==> config.mk <==
export PLATFORM = sky130hd
export DESIGN_NAME = uart_rx_os
export DESIGN_NICKNAME = d
export VERILOG_FILES = /design/src/rtl/uart_rx_os.sv
export SDC_FILE = /design/constraint.sdc
export NUM_CORES = 1
export LEC_CHECK = 0
export CAP_MARGIN = 20
export CORE_UTILIZATION = 59
export CTS_CLUSTER_SIZE = 16
export DETAILED_ROUTE_END_ITERATION = 8
export GPL_TIMING_DRIVEN = 0
export HOLD_SLACK_MARGIN = 0.06
export PLACE_DENSITY = 0.83
export SETUP_SLACK_MARGIN = 0.05
export SYNTH_ARGS = -nofsm -noshare
export SYNTH_HDL_FRONTEND = slang
export SYNTH_SLANG_ARGS = --single-unit
==> constraint.sdc <==
create_clock -name clk -period 3.33 [get_ports clk]
set_input_delay 0.4995 -clock clk [delete_from_list [all_inputs] [get_ports clk]]
set_output_delay 0.4995 -clock clk [all_outputs]
set_load 0.1 [all_outputs]
==> src/rtl/uart_rx_os.sv <==
// uart_rx_os: 16x-oversampling UART receiver.
//
// The asynchronous rx line is synchronised. A falling edge is confirmed at the
// middle of the start bit, and each data bit is then sampled at its centre, LSB
// first. The stop bit is checked last. A good frame updates rx_data_o and pulses
// rx_valid_o for one clk. A low stop bit pulses frame_err_o instead, and the
// receiver then waits for the line to return high before it accepts another frame.
//
// Optional feature: define UART_RX_PARITY_EN to insert a parity bit between the
// data bits and the stop bit. The parity sense is set by PARITY_ODD. When the
// macro is undefined, parity_err_o is tied low.
//
// Ports:
//   clk          system clock
//   rst          synchronous, active-high reset
//   baud_tick_i  single-clk pulse at SMP_RATE x baud rate
//   rx_i         asynchronous serial line, idle high
//   rx_data_o    last received word, LSB = first bit on the wire
//   rx_valid_o   one-clk pulse: rx_data_o updated
//   frame_err_o  one-clk pulse: stop bit sampled low
//   parity_err_o one-clk pulse: parity mismatch (alongside rx_valid_o)
module uart_rx_os #(
    parameter int unsigned DATA_BITS  = 8,
    parameter int unsigned SMP_RATE   = 16,
    parameter int unsigned PARITY_ODD = 0
) (
    input  logic                 clk,
    input  logic                 rst,
    input  logic                 baud_tick_i,
    input  logic                 rx_i,
    output logic [DATA_BITS-1:0] rx_data_o,
    output logic                 rx_valid_o,
    output logic                 frame_err_o,
    output logic                 parity_err_o
);

    localparam int unsigned TickW = $clog2(SMP_RATE);
    localparam int unsigned BitW  = $clog2(DATA_BITS + 1);

    localparam logic [TickW-1:0] TickMid  = TickW'(SMP_RATE / 2 - 1);
    localparam logic [TickW-1:0] TickLast = TickW'(SMP_RATE - 1);
    localparam logic [BitW-1:0]  BitLast  = BitW'(DATA_BITS - 1);

    typedef enum logic [2:0] {
        StIdle,
        StStart,
        StData,
        StParity,
        StStop,
        StWaitHigh
    } state_e;

    logic                 rx_meta_q, rx_s_q;
    state_e               state_q, state_d;
    logic [TickW-1:0]     tick_cnt_q, tick_cnt_d;
    logic [BitW-1:0]      bit_cnt_q, bit_cnt_d;
    logic [DATA_BITS-1:0] shift_q, shift_d;
    logic [DATA_BITS-1:0] rx_data_q, rx_data_d;
    logic                 rx_valid_q, rx_valid_d;
    logic                 frame_err_q, frame_err_d;

`ifdef UART_RX_PARITY_EN
    localparam logic ParOdd = (PARITY_ODD != 0);
    logic parity_q, parity_d;
    logic parity_err_q, parity_err_d;
`else
    logic unused_parity_odd;
    assign unused_parity_odd = ^PARITY_ODD;
`endif

    // Two-flop synchroniser; resets to the idle line level.
    always_ff @(posedge clk) begin
        if (rst) begin
            rx_meta_q <= 1'b1;
            rx_s_q    <= 1'b1;
        end else begin
            rx_meta_q <= rx_i;
            rx_s_q    <= rx_meta_q;
        end
    end

    always_comb begin
        state_d     = state_q;
        tick_cnt_d  = tick_cnt_q;
        bit_cnt_d   = bit_cnt_q;
        shift_d     = shift_q;
        rx_data_d   = rx_data_q;
        rx_valid_d  = 1'b0;
        frame_err_d = 1'b0;
`ifdef UART_RX_PARITY_EN
        parity_d     = parity_q;
        parity_err_d = 1'b0;
`endif
        if (baud_tick_i) begin
            unique case (state_q)
                StIdle: begin
                    if (!rx_s_q) begin
                        tick_cnt_d = '0;
                        state_d    = StStart;
                    end
                end
                StStart: begin
                    if (tick_cnt_q == TickMid) begin
                        if (!rx_s_q) begin
                            tick_cnt_d = '0;
                            bit_cnt_d  = '0;
                            state_d    = StData;
                        end else begin
                            // Start bit gone high by mid-bit: treat as a glitch.
                            state_d = StIdle;
                        end
                    end else begin
                        tick_cnt_d = tick_cnt_q + TickW'(1);
                    end
                end
                StData: begin
                    if (tick_cnt_q == TickLast) begin
                        tick_cnt_d = '0;
                        shift_d    = {rx_s_q, shift_q[DATA_BITS-1:1]};
                        bit_cnt_d  = bit_cnt_q + BitW'(1);
                        if (bit_cnt_q == BitLast) begin
`ifdef UART_RX_PARITY_EN
                            state_d = StParity;
`else
                            state_d = StStop;
`endif
                        end
                    end else begin
                        tick_cnt_d = tick_cnt_q + TickW'(1);
                    end
                end
`ifdef UART_RX_PARITY_EN
                StParity: begin
                    if (tick_cnt_q == TickLast) begin
                        tick_cnt_d = '0;
                        parity_d   = rx_s_q;
                        state_d    = StStop;
                    end else begin
                        tick_cnt_d = tick_cnt_q + TickW'(1);
                    end
                end
`endif
                StStop: begin
                    if (tick_cnt_q == TickLast) begin
                        tick_cnt_d = '0;
                        if (rx_s_q) begin
                            rx_data_d  = shift_q;
                            rx_valid_d = 1'b1;
`ifdef UART_RX_PARITY_EN
                            parity_err_d = (parity_q != ((^shift_q) ^ ParOdd));
`endif
                            state_d = StIdle;
                        end else begin
                            frame_err_d = 1'b1;
                            state_d     = StWaitHigh;
                        end
                    end else begin
                        tick_cnt_d = tick_cnt_q + TickW'(1);
                    end
                end
                StWaitHigh: begin
                    // A held-low line (break) must not be decoded as frames.
                    if (rx_s_q) begin
                        state_d = StIdle;
                    end
                end
                default: state_d = StIdle;
            endcase
        end
    end

    always_ff @(posedge clk) begin
        if (rst) begin
            state_q     <= StIdle;
            tick_cnt_q  <= '0;
            bit_cnt_q   <= '0;
            shift_q     <= '0;
            rx_data_q   <= '0;
            rx_valid_q  <= 1'b0;
            frame_err_q <= 1'b0;
        end else begin
            state_q     <= state_d;
            tick_cnt_q  <= tick_cnt_d;
            bit_cnt_q   <= bit_cnt_d;
            shift_q     <= shift_d;
            rx_data_q   <= rx_data_d;
            rx_valid_q  <= rx_valid_d;
            frame_err_q <= frame_err_d;
        end
    end

`ifdef UART_RX_PARITY_EN
    always_ff @(posedge clk) begin
        if (rst) begin
            parity_q     <= 1'b0;
            parity_err_q <= 1'b0;
        end else begin
            parity_q     <= parity_d;
            parity_err_q <= parity_err_d;
        end
    end
    assign parity_err_o = parity_err_q;
`else
    assign parity_err_o = 1'b0;
`endif

    assign rx_data_o   = rx_data_q;
    assign rx_valid_o  = rx_valid_q;
    assign frame_err_o = frame_err_q;

endmodule

# Yosys cells after proc, flatten, opt, wreduce, memory -nomap -nowiden
# Index checks and enable logic that the tools add are counted.
[word_totals]
register_bits = 31
inputBits = 4
out_inout_bits = 11
elab_cells = 57
[classes]
n_addsub = 2
eq_ne = 14
mux = 19
bitwise = 3
reduce_logical = 10
[ops]
columns = ["cell", "count"]
rows = [
  ["2-to-1 mux 4 bit", 6],
  ["2-to-1 mux 3 bit", 7],
  ["case mux 3 bit (5 select lines)", 1],
  ["!= test 2 bit, second input constant", 7],
  ["case mux 4 bit (3 select lines)", 1],
  ["adder 4 x 1 -> 4 bit, second input constant", 2],
  ["== test 4 x 3 -> 1 bit, second input constant", 2],
  ["case mux 4 bit (2 select lines)", 1],
  ["AND reduction 7 bit", 1],
  ["== test 3 bit, second input constant", 2],
  ["AND reduction 5 bit", 1],
  ["== test 4 bit, second input constant", 1],
  ["AND reduction 4 bit", 1],
  ["OR reduction 4 bit", 1],
  ["== test 3 x 1 -> 1 bit, second input constant", 1],
  ["== test 3 x 2 -> 1 bit, second input constant", 1],
  ["zero test 3 bit", 1],
  ["NOT 1 bit", 3],
  ["AND reduction 3 bit", 1],
  ["nonzero test 3 bit", 1],
  ["2-to-1 mux 1 bit", 2],
  ["2-to-1 mux 2 bit", 1],
  ["AND reduction 2 bit", 1],
  ["nonzero test 2 bit", 1],
  ["OR reduction 2 bit", 1],
]

# Depth between registers and ports, before layout
# Gate-level depths: netlist of the first run.
[logic_depth]
depth_word = 4
ltp_mapped = 7
ltp_nobuf = 6

# Worst setup path before layout of the first run
# Ideal clock, no wire load.
[synth_path]
kind = "flip-flop to flip-flop"
startpoint = "register rx_s_q"
endpoint = "register bit_cnt_q[3]"
setup_time_ps = 131
arrival_time_ps = 1731
required_ps = 3199
path_slack_ps = 1467
path_stages_with_launch = 7
path_buffers = 1
synth_period_minus_slack_ps = 1863
cell_sequence = "dfxtp_1 > buf_6 > or4b_4 > a2111oi_4 > nand4_1 > xor2_1 > nor2_2"
[synth_via]
elab_chain_cells = 2
[synth_lines]
columns = ["element", "line", "source"]
rows = [
  ["start: declaration", "53", "logic rx_meta_q, rx_s_q;"],
  ["start signal: assignment", "78", "rx_s_q <= rx_meta_q;"],
  ["!= test 2 bit (no source line)", "--", ""],
  ["AND reduction 5 bit (no source line)", "--", ""],
  ["end signal: assignment", "184", "bit_cnt_q <= bit_cnt_d;"],
  ["end: declaration", "56", "logic [BitW-1:0] bit_cnt_q, bit_cnt_d;"],
]
# No other way between the ends.
# A chain may end at the register's enable or synchronous reset.

# Worst setup path after layout of the first run
[layout_path]
startpoint = "register rx_data_q[2], in the netlist rx_data_o[2]"
endpoint = "output rx_data_o[2]"
[layout_rtl]
columns = ["element", "line", "source"]
rows = [
  ["start: declaration", "58", "logic [DATA_BITS-1:0] rx_data_q, rx_data_d;"],
  ["start signal: assignment", "186", "rx_data_q <= rx_data_d;"],
  ["end: declaration", "31", "output logic [DATA_BITS-1:0] rx_data_o,"],
]
# No word-level cell between the ends.

==> results.toml, run 1 <==
[outcome]
status = "complete, no violations"

[placed_design]
portBuffers = 12
post-place-ws_ns = 0.9065
place_congestion = 0.9390
dp.final_hpwl_mm = 1.833
dpl_cell_area_mm2 = 0.001572

[critical_path]
crit_chain = "clkdlybuf4s50_1"
crit_path_end_kind = "output pin"
start_kind = "flip-flop"
max_stage_delay_ns = 1.13
crit_required_ns = 2.83
crit_slowest_cell = "clkdlybuf4s50_1"
critical_path_class = "reg -> out"
r2r_slack_ns = 1.23
cp_top_family = "buffers and inverters"
worst-path-buf-inv = 1
cp_max_fo = 2
worstPathArrival_ns = 1.82

[synthesis]
synth_edf_count = 0
yosysWarnings = 0
ys_seq_area_share_pct = 43.82
synth_top_cell_area_share_pct = 43.82
synth_ff_type = "dfxtp_1"
async_flop_share_pct = 0
yosysUniqueCellTypes = 41
synth_fa_ha_area_share_pct = 1.767
avgSynthCellArea_um2 = 9.257
synthMuxAreaShare_pct = 12.72
synthesis.instances = 153
yosys.area.top_type = "dfxtp_1"
synth_xor_area_share_pct = 3.092
synthSimpleGateAreaFrac_pct = 21.82
ys_seq_elements = 31
ys_top_cells_by_count = "dfxtp_1, nor2_1, mux2i_1"
synth_top_family_by_area = "simple AND/OR/NAND/NOR gates"
synth_area_leaders = "dfxtp_1, mux2i_1, nor2_1, nand3b_1, a21oi_1"
syn_nets = 159
synth-compound-area-share_pct = 11.13
synth_area_mm2 = 0.001416
post-synth-top-count-cell = "dfxtp_1"

[clock_tree]
clk_path_buf_depth = 2
cts-hold-fix-buffers = 0
cts_tree = "yes"
cts_buffers = 5
cts_resized = 0
root_buffer = "clkbuf_4"
cts_num_sinks = 31
path_clk_slew_ns = 0.09
clock_latency_ns = 0.33
ctsHtreeMaxLevel = 2
cts_setup_buffers = 0

[timing]
rsz0062_at_grt = "no"
setup_ws_ns = 1.010
finalHoldViolations = 0
fmax_mhz = 431.1
fin_hold_ws_ns = 0.4240
worstMarginPinSlew_ns = 0.9736
finalSetupTns_ns = 0
finalMaxSlewViolations = 0
finalSetupViolations = 0
slew_headroom_pct = 34.89
timing.final.crit_share_pct = 69.66
min_period_ns = 2.320
skew_ns = 0.009186

[finish]
post-route-cell-area_mm2 = 0.001643
drive_above_1_share_pct = 11.05
n_antenna_cell = 0
nets = 178
area_growth_pct = 15.99
nFillCells = 162

[global_route]
antenna_found_initial = 0
grt_max_degree = 11
grt_pass1_vias = 1030
overflow = 0
gr-usage-all-layers_pct = 24.06
grt_pass1_wl_mm = 4.560

[routing]
drt_pass1_iterations = 4
routed_via_density = 5.445
finalWirelength_mm = 2.549
wl_per_cell_um = 12.75
drtIter0Drc = 32
via_count = 1089
route.antenna.remaining_nets = 0
drc = 0

[hold_path]
hold_class = "reg -> reg"

[flow_run]
drv_cap = 0

[pwr]
peakVddDrop_v = 0.0003870
powerDensity_mw_per_mm2 = 416.3
fin_total_pwr_uw = 684.0
leakage_nw = 0.7186

[floorplanning]
dieArea_mm2 = 0.002600
start_util_pct = 63.42
rows = 17
die_x_um = 51.00
coreArea_mm2 = 0.002233
boundaryPins = 15
die_h_um = 51.00
-- path summary, 6_finish.rpt --
kind	from	to	depth (start not counted)
worst min-delay path	rx_meta_q	rx_s_q	1
worst min register to register	rx_meta_q	rx_s_q	1
worst max-delay path	rx_data_o[2]	rx_data_o[2]	1
worst max register to register	tick_cnt_q[0]	bit_cnt_q[0]	6
-- layout make-up --
cell class	instances	area [um^2]	area share, %
Buffer	12	61.31	3.732
Clock buffer	6	41.29	2.513
Clock inverter	1	30.03	1.828
Inverter	4	15.01	0.9139
Multi-Input combinational cell	106	719.4	43.79
Sequential cell	31	620.6	37.78
Tap cell	28	35.03	2.133
Timing Repair Buffer	12	120.1	7.311
-- placed cells by master (no fill, tap or decap), types with 2 or more instances in the layout --
cell	n
a21o_1	2
a21oi_1	9
buf_2	4
clkbuf_1	6
clkbuf_4	5
clkdlybuf4s50_1	12
dfxtp_1	31
ha_1	2
inv_1	3
mux2i_1	18
nand2_1	8
nand2b_1	2
nand3_1	3
nand3b_1	8
nand4_1	2
nor2_1	24
or2_2	2
or3_1	2
xor2_1	4
-- flip-flops by register name, indices dropped and copies added (netlist names) --
register and cells:
rx_data_o 8, frame_err_o 1, rx_meta_q 1, state_q 3, shift_q 8, bit_cnt_q 4, rx_s_q 1, tick_cnt_q 4
rx_valid_o 1
-- routing by layer --
metal  routed length [um]  GRT usage, %  vias to the layer above
met1                 1181         29.74                      499
met3                   96         6.250                        8
met2                 1217         37.94                       20
met4                   54         12.96                        0
li1                     -             -                      562
met5                    0             0                        -
-- power breakdown --
part           switching, mW  leakage [nW]  internal, mW  total, mW
registers            0.00104         0.250         0.373      0.374
logic                 0.0247         0.430        0.0132     0.0379
clock network          0.118        0.0383         0.155      0.272
total                  0.143         0.719         0.541      0.684
-- metrics by stage --
stage	std cells	utilization, %
after floorplan	153	-
after global placement	193	70.36
after detailed placement	193	70.36
after CTS	200	73.56
after global routing	200	73.56
final	200	73.56
-- kinds of logic (layout without fill, tap and decap cells) --
family,after synthesis,count (layout)
compound gates,21,21
mux,18,18
flops,31,31
simple gates,59,59
buf+inv,16,35
fa+ha+maj,2,2
other cells,1,1
xor+xnor,5,5
No activity file was read; power rests on OpenSTA's default activity.
==> inputs of run 2 (changes only) <==
--- a/config.mk
+++ b/config.mk
@@ -6,12 +6,12 @@
 export NUM_CORES = 1
 export LEC_CHECK = 0
 export CAP_MARGIN = 20
-export CORE_UTILIZATION = 59
+export CORE_UTILIZATION = 55
 export CTS_CLUSTER_SIZE = 16
 export DETAILED_ROUTE_END_ITERATION = 8
 export GPL_TIMING_DRIVEN = 0
 export HOLD_SLACK_MARGIN = 0.06
-export PLACE_DENSITY = 0.83
+export PLACE_DENSITY = 0.78
 export SETUP_SLACK_MARGIN = 0.05
 export SYNTH_ARGS = -nofsm -noshare
 export SYNTH_HDL_FRONTEND = slang
==> constraint.sdc (replaced) <==
create_clock -name clk -period 2.2 [get_ports clk]
set_input_delay 0.33 -clock clk [delete_from_list [all_inputs] [get_ports clk]]
set_output_delay 0.33 -clock clk [all_outputs]
set_load 0.1 [all_outputs]
==> results.toml, run 2 (synthesized netlist as in run 1, its figures left out) <==
[hold_path]
hold_class = "in -> reg"
hp-start = "rst"
hold_depth = 2
whs_endpoint = "frame_err_o"

[timing]
fmax_mhz = 481.1
timing.final.crit_share_pct = 94.48
finalMaxSlewViolations = 0
skew_ns = 0.01412
finalSetupTns_ns = 0
slew_headroom_pct = 35.39
finalSetupViolations = 0
rsz0062_at_grt = "no"
worstMarginPinSlew_ns = 0.9676
finalHoldViolations = 0
min_period_ns = 2.079
setup_ws_ns = 0.1213

[routing]
route.antenna.remaining_nets = 0
via_count = 1086
drt_pass1_iterations = 4
drc = 0
wl_per_cell_um = 12.74
finalWirelength_mm = 2.574
drtIter0Drc = 30
routed_via_density = 5.376

[critical_path]
worstPathArrival_ns = 1.75
worst-path-buf-inv = 1
max_stage_delay_ns = 1.12
rr_startpoint = "tick_cnt_q[0]"
start_kind = "flip-flop"
ff2ff_path_depth = 6
worstReg2RegEnd = "bit_cnt_q[2]"
r2r_slack_ns = 0.23
cp_max_fo = 1
crit_required_ns = 1.87
crit_slowest_cell = "clkdlybuf4s50_1"
crit_path_end_kind = "output pin"
cp-startpoint = "rx_valid_o"
crit_chain = "clkdlybuf4s50_1"
critical_path_class = "reg -> out"
cp_top_family = "buffers and inverters"

[finish]
post-route-cell-area_mm2 = 0.001650
area_growth_pct = 16.52
nets = 178
final_common_cell = "dfxtp_1"
n_antenna_cell = 0
layout_common_cells = "dfxtp_1, nor2_1, mux2i_1"
drive_above_1_share_pct = 12.21

[global_route]
grt_max_degree = 11
grt_pass1_wl_mm = 4.381
antenna_found_initial = 0
gr-usage-all-layers_pct = 22.05
grt_pass1_vias = 1027
overflow = 0

[clock_tree]
root_buffer = "clkbuf_4"
ctsHtreeMaxLevel = 2
cts_num_sinks = 31
clk_path_buf_depth = 2
clock_latency_ns = 0.32
cts_setup_buffers = 0
path_clk_slew_ns = 0.10
cts_tree = "yes"
cts_buffers = 5

[floorplanning]
dieArea_mm2 = 0.002782
rows = 18
start_util_pct = 57.70
die_x_um = 52.75
coreArea_mm2 = 0.002455
boundaryPins = 15
die_h_um = 52.75

[pwr]
powerDensity_mw_per_mm2 = 577.7
peakVddDrop_v = 0.0005512
fin_total_pwr_uw = 953.4
leakage_nw = 0.8567

[outcome]
status = "complete, no violations"

[placed_design]
dp.final_hpwl_mm = 1.881
place_congestion = 0.8823
portBuffers = 12
dpl_cell_area_mm2 = 0.001574
post-place-ws_ns = -0.03065

[flow_run]
drv_cap = 0
## run 2: cell types whose count changed in the layout (fill, tap and decap cells not counted), sizes merged
cell           delta
clkinv            +1
dlygate4sd2       +2
clkdlybuf4s50     -9
dlymetal6s2s      +7
bufinv            -1
## run 2: metrics by stage
stage | instances | hold WS, ns | util (%)
2_1_floorplan | 153 | 0.3895 | -
3_3_place_gp | 195 | 0.3919 | 64.12
3_5_place_dp | 195 | 0.3989 | 64.12
4_1_cts | 202 | 0.3673 | 66.31
5_1_grt | 202 | 0.3991 | 67.23
6_report | 202 | 0.3704 | 67.23
## run 2: per-layer routing
metal / share of wire [%] / GRT usage, % / vias up
li1: - / - / 565
met1: 47 / 25.27 / 500
met2: 49 / 36.71 / 16
met3: 2.4 / 7.826 / 5
met4: 1.3 / 9.211 / 0
met5: 0 / 0 / -
## run 2: how the worst max path moves through the flow
stage,cells past startpoint,endpoint,slack (ns)
floorplan,6,bit_cnt_q[3],0.34
global placement,6,bit_cnt_q[0],0.03
detailed placement,6,bit_cnt_q[2],-0.03
CTS,1,rx_data_o[4],0.06
global route,6,bit_cnt_q[2],0.03
finish,1,rx_valid_o,0.12
## run 2: timing repair
action	CTS	global route
endpoints found under the setup margin	2	11
hold buffers	0	0
gates cloned	0	0
gates resized for setup	2	8
pin swaps	0	0
## run 2: final cells by class
cell class | count | area (um^2)
inverters | 4 | 15.01
plain buffers | 12 | 61.31
clock buffers | 6 | 51.30
flip-flops and latches | 31 | 620.6
fillers | 199 | 804.5
multi-input cells | 106 | 724.4
repair buffers | 12 | 135.1
well taps | 30 | 37.54
clock inverters | 1 | 5.005
## run 2: power by group
part | switching (mW) | internal, mW
clock | 0.181 | 0.148
combinational | 0.0378 | 0.0203
sequential | 0.00157 | 0.564
